==> src/rtl/ifetch_unit_if.sv <==
// Instruction-memory request/response bus between the fetch stage and instruction memory.
// Protocol: the master raises ireq_valid with a stable ireq_addr and holds both until the
// response cycle. The slave answers by pulsing iresp_ok with iresp_data in that same cycle.
// iresp_ok is ignored whenever ireq_valid is low.
interface ifetch_unit_if;
  logic        ireq_valid;
  logic [31:0] ireq_addr;
  logic        iresp_ok;
  logic [31:0] iresp_data;

  modport master (output ireq_valid, output ireq_addr, input iresp_ok, input iresp_data);
  modport slave  (input ireq_valid, input ireq_addr, output iresp_ok, output iresp_data);
endinterface

==> src/rtl/ifetch_unit.sv <==
// Instruction-fetch stage: owns PC and IR, runs the instruction-memory handshake,
// and folds execute-stage redirects into the next fetch address.
module ifetch_unit #(
  parameter logic [31:0] PC_RESET = 32'hbfc0_0000
) (
  input  logic                clk,
  input  logic                reset,
  input  logic                fetch_enable,
  input  logic                redirect_valid,
  input  logic [31:0]         redirect_pc,
  ifetch_unit_if.master       mem,
  output logic [31:0]         instruction,
  output logic [31:0]         pc,
  output logic [31:0]         pc_plus4,
  output logic                misalign,
  output logic [31:0]         fetch_cnt,
  output logic                fsm_state
);

  typedef enum logic {S_IDLE = 1'b0, S_WAIT = 1'b1} state_t;

  state_t      state, state_nxt;
  logic        fetch_start;
  logic        fetch_done;
  logic [31:0] next_addr;
  logic [31:0] ireq_addr_q;
  logic [31:0] ir_q;
  logic [31:0] pc_q;
  logic [31:0] fetch_cnt_q;
  logic        misalign_q;
  logic        pend_valid;
  logic [31:0] pend_pc;
  logic        first_fetch;

  always_ff @(posedge clk or negedge reset) begin
    if (!reset) state <= S_IDLE;
    else        state <= state_nxt;
  end

  always_comb begin
    state_nxt   = state;
    fetch_start = 1'b0;
    fetch_done  = 1'b0;
    case (state)
      S_IDLE: begin
        if (fetch_enable) begin
          fetch_start = 1'b1;
          state_nxt   = S_WAIT;
        end
      end
      S_WAIT: begin
        if (mem.iresp_ok) begin
          fetch_done = 1'b1;
          state_nxt  = S_IDLE;
        end
      end
      default: state_nxt = S_IDLE;
    endcase
  end

  // A redirect in the start cycle bypasses the pending register; the low bits are always dropped.
  always_comb begin
    next_addr = pc_q + 32'd4;
    if (redirect_valid)   next_addr = redirect_pc;
    else if (pend_valid)  next_addr = pend_pc;
    else if (first_fetch) next_addr = PC_RESET;
    next_addr[1:0] = 2'b00;
  end

  always_ff @(posedge clk or negedge reset) begin
    if (!reset) begin
      ireq_addr_q <= PC_RESET;
      ir_q        <= 32'd0;
      pc_q        <= PC_RESET - 32'd4;
      fetch_cnt_q <= 32'd0;
      misalign_q  <= 1'b0;
      pend_valid  <= 1'b0;
      pend_pc     <= 32'd0;
      first_fetch <= 1'b1;
    end else begin
      if (fetch_start) begin
        ireq_addr_q <= next_addr;
        ir_q        <= 32'd0;
        first_fetch <= 1'b0;
      end
      if (fetch_done) begin
        ir_q        <= mem.iresp_data;
        pc_q        <= ireq_addr_q;
        fetch_cnt_q <= fetch_cnt_q + 32'd1;
      end
      if (fetch_start) begin
        pend_valid <= 1'b0;
      end else if (redirect_valid) begin
        pend_valid <= 1'b1;
        pend_pc    <= redirect_pc;
      end
      if (redirect_valid && (redirect_pc[1:0] != 2'b00)) misalign_q <= 1'b1;
    end
  end

  assign mem.ireq_valid = (state == S_WAIT);
  assign mem.ireq_addr  = ireq_addr_q;
  assign instruction    = ir_q;
  assign pc             = pc_q;
  assign pc_plus4       = pc_q + 32'd4;
  assign misalign       = misalign_q;
  assign fetch_cnt      = fetch_cnt_q;
  assign fsm_state      = state;

endmodule

==> src/flat_wrapper.sv <==
// flat-port wrapper written by rule: the top's interface ports become plain ports
module ifetch_unit_flat 
#(
  parameter logic [31:0] PC_RESET = 32'hbfc0_0000
)
  (clk, reset, fetch_enable, redirect_valid, redirect_pc, instruction, pc, pc_plus4, misalign, fetch_cnt, fsm_state, mem_ireq_valid, mem_ireq_addr, mem_iresp_ok, mem_iresp_data);
  ifetch_unit_if mem_i ();
  input  logic clk;
  input  logic reset;
  input  logic fetch_enable;
  input  logic redirect_valid;
  input  logic [31:0] redirect_pc;
  output logic [31:0] instruction;
  output logic [31:0] pc;
  output logic [31:0] pc_plus4;
  output logic misalign;
  output logic [31:0] fetch_cnt;
  output logic fsm_state;
  output wire logic [$bits(mem_i.ireq_valid)-1:0] mem_ireq_valid;
  output wire logic [$bits(mem_i.ireq_addr)-1:0] mem_ireq_addr;
  input wire logic [$bits(mem_i.iresp_ok)-1:0] mem_iresp_ok;
  input wire logic [$bits(mem_i.iresp_data)-1:0] mem_iresp_data;
  assign mem_ireq_valid = mem_i.ireq_valid;
  assign mem_ireq_addr = mem_i.ireq_addr;
  assign mem_i.iresp_ok = mem_iresp_ok;
  assign mem_i.iresp_data = mem_iresp_data;
  ifetch_unit #(.PC_RESET(PC_RESET)) u_core (.clk(clk), .reset(reset), .fetch_enable(fetch_enable), .redirect_valid(redirect_valid), .redirect_pc(redirect_pc), .mem(mem_i), .instruction(instruction), .pc(pc), .pc_plus4(pc_plus4), .misalign(misalign), .fetch_cnt(fetch_cnt), .fsm_state(fsm_state));
endmodule
==> config.mk <==
export PLATFORM = sky130hd
export DESIGN_NAME = ifetch_unit_flat
export DESIGN_NICKNAME = d
export VERILOG_FILES = /design/src/rtl/ifetch_unit_if.sv /design/src/rtl/ifetch_unit.sv /design/src/flat_wrapper.sv
export SDC_FILE = /design/constraint.sdc
export NUM_CORES = 1
export LEC_CHECK = 0
export CAP_MARGIN = 20
export CORE_MARGIN = 3
export CORE_UTILIZATION = 47
export DETAILED_ROUTE_END_ITERATION = 6
export PLACE_DENSITY = 0.81
export SLEW_MARGIN = 20
export SYNTH_ARGS = -nofsm -noshare
export SYNTH_HDL_FRONTEND = slang
export SYNTH_SLANG_ARGS = --single-unit
==> constraint.sdc <==
create_clock -name clk -period 3.4 [get_ports clk]
set_input_delay 1.02 -clock clk [delete_from_list [all_inputs] [get_ports clk]]
set_output_delay 1.02 -clock clk [all_outputs]
set_load 0.03 [all_outputs]
==> results.cfg <==
[timing]
period_share_pct = 102
timing.final.ws_setup_ns = -0.0566
fmax_ghz = 0.289
slew_headroom_pct = 41.6
maxSlewViolCount = 0
setup_viol = 3
grt_setup_unrepaired = true
worst_clock_skew_ns = 0.00632
fin_crit_ns = 3.46
final_hold_viol_count = 0
tightestPinTransition_ns = 0.876

[critical_path]
rr_startpoint = u_core.pc[2]$_DFFE_PN1P_
worstSetupPathType = reg2out
ff2ff_setup_slack_ns = 1.21
crit_path_start = u_core.pc[20]$_DFFE_PN1P_
path_max_fanout = 3
end_kind = output pin
rr_endpoint = u_core.mem.ireq_addr[22]$_DFFE_PN1P_
worstRegToRegCells = 8
cp-start-kind = flip-flop
endpoint = pc_plus4[28]
arrival_ns = 2.44
crit_required_ns = 2.38

[clock_network]
clkLatencyLatePin_ns = 0.42
cts_sinks = 158
cts_max_path_buffers = 2
htreeDepth = 4
cts_buffers = 17
hold_buffers = 0
root_buffer = clkbuf_16
tritoncts = yes
path_clk_slew_ns = 0.06

[placed_design]
port-buffer-count = 225
pre_cts_ws_ns = 0.0784
hpwl_um = 15700
dpl.cell_count = 1091
gp_congestion = 0.863

[floorplan]
dieArea_um2 = 17000
die_h_um = 131
initial_core_util_pct = 49.0
core_area_um2 = 14900
io_pins = 232
std_cell_rows = 44
die_w_um = 131

[synthesis]
yosysTopAreaCell = dfrtp_1
synth.mux.area_fraction_pct = 4.48
syn_inst = 688
synth.area.top_cells = dfrtp_1 41%, dfstp_2 14%, nand2_1 6.9%, xnor2_1 5.2%, mux2_2 4.5%
synth-adder-area-share_pct = 0.343
synth-edff-count = 0
yosys_register_bits = 158
synth.top_cell.area_share_pct = 41.2
synth-xor-area-share_pct = 6.37
synthFlopType = dfrtp_1
synth-compound-area-share_pct = 13.0
async_reset_ff_share_pct = 100
synth_top_family_by_area = simple AND/OR/NAND/NOR gates
synth.avg_cell_area_um2 = 10.6
synth.yosys.seq_area_share_pct = 54.9
yosysUniqueCellTypes = 52
syn_area_um2 = 7290
synth-simple-area-share_pct = 17.7
yosys_warnings = 0

[global_route]
antenna_found_initial = 2
overflow = 0
grt_pass1_vias = 6276
grt_pass1_wl_um = 34300
grt_max_degree = 67
grt_use_total_pct = 25.9

[routing]
drt_wl_total_um = 22100
num_vias = 6447
first_pass_iters = 6
drt-initial-drc-count = 513
ant_nets = 0
viasPerCell = 5.68
wl_per_cell_um = 19.5
drc = 0

[final_layout]
fin_nets = 1009
syn_to_final_growth_pct = 48.1
fillers = 1067
layout-drive-gt1-share_pct = 21.3
stdcell_count = 1136

[power]
seqPwrFrac_pct = 34.8
p_int_uw = 5050
ir_worst_vdd_mv = 0.427
switching_share_pct = 36.8
p_per_area_nw_per_um2 = 740
combPwrFrac_pct = 38.5
leakage_uw = 0.00467
p_clk_share_pct = 26.7
switchingPower_uw = 2940

[flow_run]
maxCapViolCount = 0

[outcome]
violations = setup timing
status = finished with violations

[worst_hold_path]
hp-class = reg2reg
## cell type report
class	count	area, µm²	area share (%)
inverter	9	33.8	0.313
antenna	1	2.50	0.0232
clock inverter	12	218	2.02
clock buffer	20	447	4.14
sequential	158	4000	37.1
multi-input combinational	482	3230	30.0
tap	184	230	2.13
timing repair buffer	270	2630	24.3
## cell usage after synthesis, types with 3 or more instances
| master | count |
|---|---|
| nand2_1 | 134 |
| dfrtp_1 | 120 |
| xnor2_1 | 43 |
| dfstp_2 | 38 |
| a22o_1 | 32 |
| o21ai_0 | 32 |
| clkbuf_1 | 29 |
| mux2_2 | 29 |
| nor2_1 | 27 |
| nand4_1 | 21 |
| nand3_1 | 20 |
| a221oi_1 | 16 |
| a21oi_1 | 15 |
| xor2_1 | 10 |
| and3_1 | 8 |
| and4_1 | 8 |
| inv_1 | 8 |
| nor3_1 | 8 |
| buf_4 | 7 |
| nor4_1 | 7 |
| or2_2 | 6 |
| buf_1 | 5 |
| o221ai_1 | 5 |
| o22ai_1 | 5 |
| and2_1 | 4 |
| nand2b_1 | 4 |
| a31o_2 | 3 |
| a31oi_1 | 3 |
| nor2b_1 | 3 |
| nor3b_1 | 3 |
| nor4_4 | 3 |
| o2bb2ai_1 | 3 |
| o31a_1 | 3 |
## worst min path at each step
stage / start / end / slack (ns) / cells past startpoint
2_1_floorplan: u_core.pend_pc[27]$_DFFE_PN0P_ / u_core.pend_pc[27]$_DFFE_PN0P_ / 0.45 / 2
3_3_place_gp: u_core.misalign$_DFFE_PN0P_ / u_core.misalign$_DFFE_PN0P_ / 0.45 / 1
3_5_place_dp: u_core.misalign$_DFFE_PN0P_ / u_core.misalign$_DFFE_PN0P_ / 0.46 / 1
4_1_cts: u_core.misalign$_DFFE_PN0P_ / u_core.misalign$_DFFE_PN0P_ / 0.47 / 1
5_1_grt: u_core.mem.ireq_addr[28]$_DFFE_PN1P_ / u_core.pc[28]$_DFFE_PN1P_ / 0.50 / 2
6_report: u_core.misalign$_DFFE_PN0P_ / u_core.misalign$_DFFE_PN0P_ / 0.47 / 1
## per-layer routing
layer / GRT usage [%] / wire length (µm) / vias up
met5: 0 / 20 / -
met2: 40.6 / 10700 / 285
met3: 5.53 / 1530 / 50
li1: - / - / 2944
met4: 10.2 / 636 / 2
met1: 35.4 / 9180 / 3166
## per-stage QoR
stage	TNS [ns]	hold WS (ns)	utilization [%]	total power, µW	instance area (µm²)
after global placement	0	0.455	66.5	5730	9890
after CTS	-0.170	0.471	71.8	7950	10700
after global routing	-0.506	0.498	72.6	8340	10800
after detailed placement	0	0.456	66.5	5770	9890
final	-0.0974	0.466	72.6	7990	10800
after floorplan	0	0.450	-	4370	7300
## flip-flops by register name, indices dropped and copies added (netlist names)
register / flops
u_core.fsm_state: 1
u_core.mem.ireq_addr: 30
u_core.pc: 30
u_core.fetch_cnt: 32
u_core.pend_pc: 30
u_core.instruction: 32
u_core.misalign: 1
u_core.pend_valid: 1
u_core.first_fetch: 1
## power groups by stage
stage | registers, µW | logic (µW) | clock network, µW
after floorplan | 3350 | 1030 | 0
after CTS | 2760 | 3030 | 2160
after global placement | 2770 | 2960 | 0
final | 2780 | 3070 | 2130
after global routing | 2840 | 3240 | 2250
after detailed placement | 2790 | 2980 | 0
## repair_timing
action | CTS | global route
buffers inserted | 6 | 6
gates resized for setup | 31 | 32
pin swaps | 9 | 6
setup endpoints to repair | 18 | 23
hold endpoints to repair | 0 | 0
## kinds of logic (layout without fill, tap and decap cells)
family | count (synthesis) | in the layout
adders and majority gates | 2 | 2
muxes | 29 | 29
and+or+nand+nor | 261 | 261
AOI/OAI and AO/OA | 131 | 131
xor gates and xnor gates | 53 | 53
buffers and inverters | 53 | 311
other | 1 | 7
DFF | 158 | 158
## worst max-delay path, stage by stage (launching register included)
cell,delay (ns)
dfstp_2,0.54
nand3_2,0.10
buf_6,0.14
or4_4,0.56
o31a_1,0.27
or2_1,0.25
buf_6,0.15
## cells in the final DEF (no fill, tap or decap), types with 16 or more instances in the layout
cell | netlist | layout
clkdlybuf4s50_1 | 0 | 198
o21ai_0 | 32 | 32
nand4_1 | 21 | 21
dfstp_2 | 38 | 38
clkbuf_16 | 0 | 17
a22o_1 | 32 | 32
nor2_1 | 27 | 24
mux2_2 | 29 | 29
a221oi_1 | 16 | 16
buf_4 | 7 | 47
nand3_1 | 20 | 18
dfrtp_1 | 120 | 120
xnor2_1 | 43 | 36
nand2_1 | 134 | 133
(Power assumes the default switching activity.)
==> edit 1 (same flow settings) <==
Register the inputs `fetch_enable`, `redirect_valid` and `redirect_pc` before use. The logic sees them one clock later. The other inputs are not delayed to match.
--- a/src/rtl/ifetch_unit.sv
+++ b/src/rtl/ifetch_unit.sv
@@ -18,6 +18,22 @@
 );
 
   typedef enum logic {S_IDLE = 1'b0, S_WAIT = 1'b1} state_t;
+
+  logic fetch_enable_q;
+  logic redirect_valid_q;
+  logic [31:0] redirect_pc_q;
+
+  always_ff @(posedge clk or negedge reset) begin
+    if (!reset) begin
+      fetch_enable_q   <= '0;
+      redirect_valid_q <= '0;
+      redirect_pc_q    <= '0;
+    end else begin
+      fetch_enable_q   <= fetch_enable;
+      redirect_valid_q <= redirect_valid;
+      redirect_pc_q    <= redirect_pc;
+    end
+  end
 
   state_t      state, state_nxt;
   logic        fetch_start;
@@ -43,7 +59,7 @@
     fetch_done  = 1'b0;
     case (state)
       S_IDLE: begin
-        if (fetch_enable) begin
+        if (fetch_enable_q) begin
           fetch_start = 1'b1;
           state_nxt   = S_WAIT;
         end
@@ -61,7 +77,7 @@
   // A redirect in the start cycle bypasses the pending register; the low bits are always dropped.
   always_comb begin
     next_addr = pc_q + 32'd4;
-    if (redirect_valid)   next_addr = redirect_pc;
+    if (redirect_valid_q)   next_addr = redirect_pc_q;
     else if (pend_valid)  next_addr = pend_pc;
     else if (first_fetch) next_addr = PC_RESET;
     next_addr[1:0] = 2'b00;
@@ -90,11 +106,11 @@
       end
       if (fetch_start) begin
         pend_valid <= 1'b0;
-      end else if (redirect_valid) begin
+      end else if (redirect_valid_q) begin
         pend_valid <= 1'b1;
-        pend_pc    <= redirect_pc;
+        pend_pc    <= redirect_pc_q;
       end
-      if (redirect_valid && (redirect_pc[1:0] != 2'b00)) misalign_q <= 1'b1;
+      if (redirect_valid_q && (redirect_pc_q[1:0] != 2'b00)) misalign_q <= 1'b1;
     end
   end
 
Behaviour: not the same (a bounded check fails within 4 cycles, from zero or initial values and one cycle with reset low).
==> edit 1 against the original RTL <==
  * Cell area is 7.1% higher
  * Sequential power is 17% higher
  * Count of clock-buffer cells in the layout is 1 higher
  * Register-to-register slack worse by 0.11 ns
  * Via count is 4.6% higher
  * Wire length is 5.0% higher
  * Synthesized area is 13% higher
  * Setup slack better by 0.088 ns
  * Power is 4.3% higher
  * Global-route usage is 1.7 points lower
  * Combinational power hardly changed
  * Die area is 12% higher
  * Sequential cell count is 34 higher
  * Critical path type unchanged
  * Critical endpoint is now pc_plus4[22]
  * Largest cell class unchanged
  * Largest power group is now sequential cells
==> edit 1: results (changes against the original RTL) <==
[sta]
holdWs_ns = 0.465  ; -0.000492 ns
relSlewSlack_pct = 34.4  ; -7.2 points
fin_skew_ns = 0.00902  ; +0.00270 ns

[place]
gp_congestion = 0.809  ; -6.3%
placed_cells = 1157  ; +6.0%

[setup_path]
ff2ff_setup_slack_ns = 1.10  ; -0.11 ns
critPathLaunch = u_core.pc[3]$_DFFE_PN1P_
r2r-end = u_core.pend_pc[14]$_DFFE_PN0P_
cp_max_fo = 6  ; +3

[pwr]
vdd_drop_max_mv = 0.526  ; +23%
p_leak_nw = 4.93  ; +5.5%

[hold_path]
hold_depth = 2  ; +1
hp-start = u_core.mem.ireq_addr[31]$_DFFE_PN1P_
min_to = u_core.pc[31]$_DFFE_PN1P_

[global_route]
antenna_found_initial = 0  ; -2
grt_pass1_wl_um = 37300  ; +9.0%
grtUsageTotal_pct = 24.2  ; -1.7 points
grt_pass1_vias = 6850  ; +9.1%

[yosys]
ys_seq_area_share_pct = 58.9  ; +4.0 points
netlist_instances = 735  ; +6.8%

[detailed_routing]
drt_iter0_markers = 529  ; +3.1%
viasPerCell = 5.64  ; -0.66%
dr.pass1.iters = 5  ; -1

[layout]
fillers = 1264  ; +18%
num_antenna_cells = 0  ; -1
fin_nets = 1034  ; +2.5%

[outcome]
status = completed

-- edit 1: changes by cell type after synthesis, moves of 4 or more --
cell,before,now
and4_1,8,14
nor4_1,7,2
a22oi_1,0,8
mux2_1,0,20
or3_1,0,9
a221oi_1,16,8
mux2_2,29,8
nand2_1,134,139
nand3_1,20,28
nor3_1,8,4
dfrtp_1,120,154
-- edit 1: metrics by stage --
stage	setup slack, ns	TNS (ns)	instance area (um2)
3_5_place_dp	0.119	0	10800
5_1_grt	-0.0553	-0.226	11600
4_1_cts	-0.0548	-0.0548	11500
3_3_place_gp	0.164	0	10800
2_1_floorplan	0.263	0	8250
6_report	0.0312	0	11600
-- edit 1: worst max-delay path, stage by stage, from the launching register on --
cell and delay (ns):
dfstp_2 0.61, ha_4 0.17, and4_4 0.26, and4_2 0.31, a21boi_0 0.13, or2_1 0.29
buf_12 0.15
-- edit 1: worst max-delay path by stage --
| stage | to | slack (ns) | cells after the start |
|---|---|---|---|
| 6_report | pc_plus4[22] | 0.03 | 6 |
| 5_1_grt | pc_plus4[28] | -0.06 | 6 |
| 2_1_floorplan | pc_plus4[20] | 0.26 | 6 |
| 3_3_place_gp | pc_plus4[16] | 0.16 | 5 |
| 4_1_cts | pc_plus4[28] | -0.05 | 6 |
| 3_5_place_dp | pc_plus4[16] | 0.12 | 5 |
-- edit 1: cell families (layout without fill, tap and decap cells) --
kind of cell	after synthesis	in the layout	share of synthesized area, %
AOI/OAI and AO/OA	121	121	10.6
other	1	6	0.0455
adders and majority gates	2	2	0.304
xor gates and xnor gates	57	57	6.15
DFF	192	192	58.9
buffers and inverters	55	291	3.07
muxes	28	28	3.83
and+or+nand+nor	279	279	17.1
-- edit 1: cell type report --
| class | instances | area [um2] | share of cell area [%] |
|---|---|---|---|
| clock buffers | 21 | 450 | 3.90 |
| clock inverters | 11 | 133 | 1.15 |
| inverters | 8 | 30.0 | 0.260 |
| multi-input cells | 493 | 3280 | 28.4 |
| flip-flops and latches | 192 | 4850 | 42.0 |
| well taps | 220 | 275 | 2.38 |
| repair buffers | 251 | 2540 | 21.9 |
-- edit 1: per-layer routing --
metal / track usage, % / up-vias / share of wire [%]
li1: - / 3031 / -
met1: 31.7 / 3359 / 41
met2: 39.7 / 310 / 49
met3: 6.22 / 43 / 8.2
met4: 7.70 / 0 / 1.9
met5: 0 / - / 0
-- edit 1: power by group through the flow --
stage               clock network (mW)  logic [mW]  registers (mW)
floorplan                            0        1.04            3.79
global placement                     0        3.00            3.24
detailed placement                   0        3.02            3.27
CTS                               2.03        3.07            3.24
global route                      2.13        3.24            3.32
finish                            2.00        3.07            3.26
-- edit 1: what timing repair did --
item                                   in CTS  in global routing
setup buffers                               5                  2
setup endpoints to repair                  24                 12
pin swaps                                   6                  6
endpoints found under the hold margin       0                  0
gates resized for setup                    34                  7
==> edit 2 (config.mk and constraints unchanged) <==
Made on the original files. `PC_RESET` is set to 32'hbfc0_0000 in 2 places; all go to 32'h80000000.
--- a/src/rtl/ifetch_unit.sv
+++ b/src/rtl/ifetch_unit.sv
@@ -1,7 +1,7 @@
 // Instruction-fetch stage: owns PC and IR, runs the instruction-memory handshake,
 // and folds execute-stage redirects into the next fetch address.
 module ifetch_unit #(
-  parameter logic [31:0] PC_RESET = 32'hbfc0_0000
+  parameter logic [31:0] PC_RESET = 32'h80000000
 ) (
   input  logic                clk,
   input  logic                reset,
--- a/src/flat_wrapper.sv
+++ b/src/flat_wrapper.sv
@@ -1,7 +1,7 @@
 // flat-port wrapper written by rule: the top's interface ports become plain ports
 module ifetch_unit_flat 
 #(
-  parameter logic [31:0] PC_RESET = 32'hbfc0_0000
+  parameter logic [31:0] PC_RESET = 32'h80000000
 )
   (clk, reset, fetch_enable, redirect_valid, redirect_pc, instruction, pc, pc_plus4, misalign, fetch_cnt, fsm_state, mem_ireq_valid, mem_ireq_addr, mem_iresp_ok, mem_iresp_data);
   ifetch_unit_if mem_i ();
Check against the original RTL: not equivalent (a bounded check fails within 4 cycles, from zero or initial values and one cycle with reset low).
==> edit 2 against the original RTL <==
  * Sequential power is 6% higher
  * Synthesized area is 0.27% lower
  * Wire length is 8.3% higher
  * Setup slack worse by 0.14 ns
  * Power is 9.8% higher
  * Sequential cell count stayed put
  * The run still ends with negative setup slack left
  * Cell area is 0.92% higher
  * Count of clock-buffer cells in the layout is 3 higher
  * Largest power group unchanged
==> edit 2: results (changes against the original RTL) <==
[cts]
post-cts-setup-buffer-count = 8  ; +2
ctsResizeCount = 38  ; +23%

[detailed_routing]
m1WireLength_um = 9190  ; +0.17%
met3_wirelength_um = 2030  ; +32%
drt_iter0_markers = 553  ; +7.8%
vias = 6500  ; +0.82%
met2_length_um = 12000  ; +12%
routedWlPerCell_um = 21.9  ; +13%
top_layer_used = met4

[layout]
multi_input_area_share_pct = 30.4  ; +0.44 points
seq_area_um2 = 3990  ; -0.22%
areaGrowthSynthToFinish_pct = 49.9
drive_gt1_share_pct = 26.8  ; +5.4 points
multi_input_cells = 428  ; -11%
finish.utilization_pct = 73.5  ; +0.94 points
num_antenna_cells = 0  ; -1
final-clk-cell-share_pct = 5.25  ; -0.91 points
nNonClkBuffers = 282  ; +4.4%
fillers = 941  ; -12%
inverters = 8  ; -1
clock_buffers = 23  ; +15%

[global_route]
grt_max_degree = 71  ; +6.0%
grtUsageTotal_pct = 27.2  ; +1.3 points
antenna_found_initial = 0  ; -2
grt_pass1_wl_um = 35600  ; +3.9%

[yosys]
synth_area_leaders = dfrtp_1 44%, dfstp_2 11%, mux2_2 8.8%
synthAdderAreaFrac_pct = 0.344  ; +0.00095 points
netlist_instances = 631  ; -8.3%
ys_seq_area_share_pct = 55.0  ; about the same
synth.area.mux_share_pct = 8.83  ; +4.4 points
synth_common_cells = 127 x dfrtp_1, 57 x mux2_2, 38 x nand2_1
synth.distinct_cells = 50  ; -3.8%

[place]
place_ws_ns = -0.0309  ; -0.109 ns
placed_area_um2 = 9860  ; -0.27%
gp_congestion = 0.894  ; +3.6%
placed_cells = 1036  ; -5.0%
dp_hpwl_um = 15800  ; about the same

[pwr]
internal_power_mw = 5.28  ; +4.5%
vdd_drop_max_mv = 0.653  ; +53%
p_leak_nw = 4.56  ; -2.5%

[setup_path]
slowest_delay_ns = 0.60  ; +0.04 ns
cp_max_fo = 4  ; +1
cp.arrival_ns = 2.58  ; +0.14 ns
r2r-end = u_core.mem.ireq_addr[27]$_DFFE_PN0P_
ff2ff_setup_slack_ns = 1.06  ; -0.15 ns
regToRegStartpoint = u_core.pc[8]$_DFFE_PN1P_
crit_end = pc_plus4[27]

[sta]
tightest_slew_ns = 0.753  ; -0.123 ns
setup_viol = 14  ; +11
final.setup.tns_ns = -1.34  ; -1.25 ns
setup_ws_ns = -0.201  ; -0.144 ns
fin_skew_ns = 0.0106  ; +0.00432 ns

[hold_path]
hold_class = register to register

[outcome]
violations = negative setup slack
status = complete, but fails checks

-- edit 2: changes by cell type in the layout (fill, tap and decap cells not counted), moves of 7 or more --
cell	before	now
dfstp_2	38	31
o21ai_0	32	25
a21oi_1	15	24
nand2_1	133	37
buf_6	7	21
xnor2_1	36	28
a22oi_1	0	7
dfrtp_1	120	127
mux2_2	29	57
-- edit 2: worst min-delay path by stage --
stage | startpoint | end | slack [ns] | cells after the start
after CTS | u_core.misalign$_DFFE_PN0P_ | u_core.misalign$_DFFE_PN0P_ | 0.48 | 1
after global routing | u_core.misalign$_DFFE_PN0P_ | u_core.misalign$_DFFE_PN0P_ | 0.49 | 1
after detailed placement | u_core.misalign$_DFFE_PN0P_ | u_core.misalign$_DFFE_PN0P_ | 0.45 | 1
final | u_core.fetch_cnt[31]$_DFFE_PN0P_ | u_core.fetch_cnt[31]$_DFFE_PN0P_ | 0.48 | 1
after global placement | u_core.misalign$_DFFE_PN0P_ | u_core.misalign$_DFFE_PN0P_ | 0.45 | 1
after floorplan | u_core.pend_pc[30]$_DFFE_PN0P_ | u_core.pend_pc[30]$_DFFE_PN0P_ | 0.48 | 1
-- edit 2: power groups by stage --
| stage | logic [mW] | clock network (mW) | registers, mW |
|---|---|---|---|
| finish | 3.99 | 1.84 | 2.94 |
| detailed placement | 3.65 | 0 | 2.90 |
| global placement | 3.60 | 0 | 2.87 |
| floorplan | 1.27 | 0 | 3.58 |
| global route | 4.17 | 1.95 | 3.00 |
| CTS | 3.73 | 1.87 | 2.90 |
-- edit 2: per-layer routing --
| layer | vias up | track usage [%] |
|---|---|---|
| li1 | 2829 | - |
| met1 | 3258 | 34.8 |
| met2 | 337 | 44.4 |
| met3 | 76 | 8.06 |
| met4 | 0 | 9.20 |
| met5 | - | 0 |
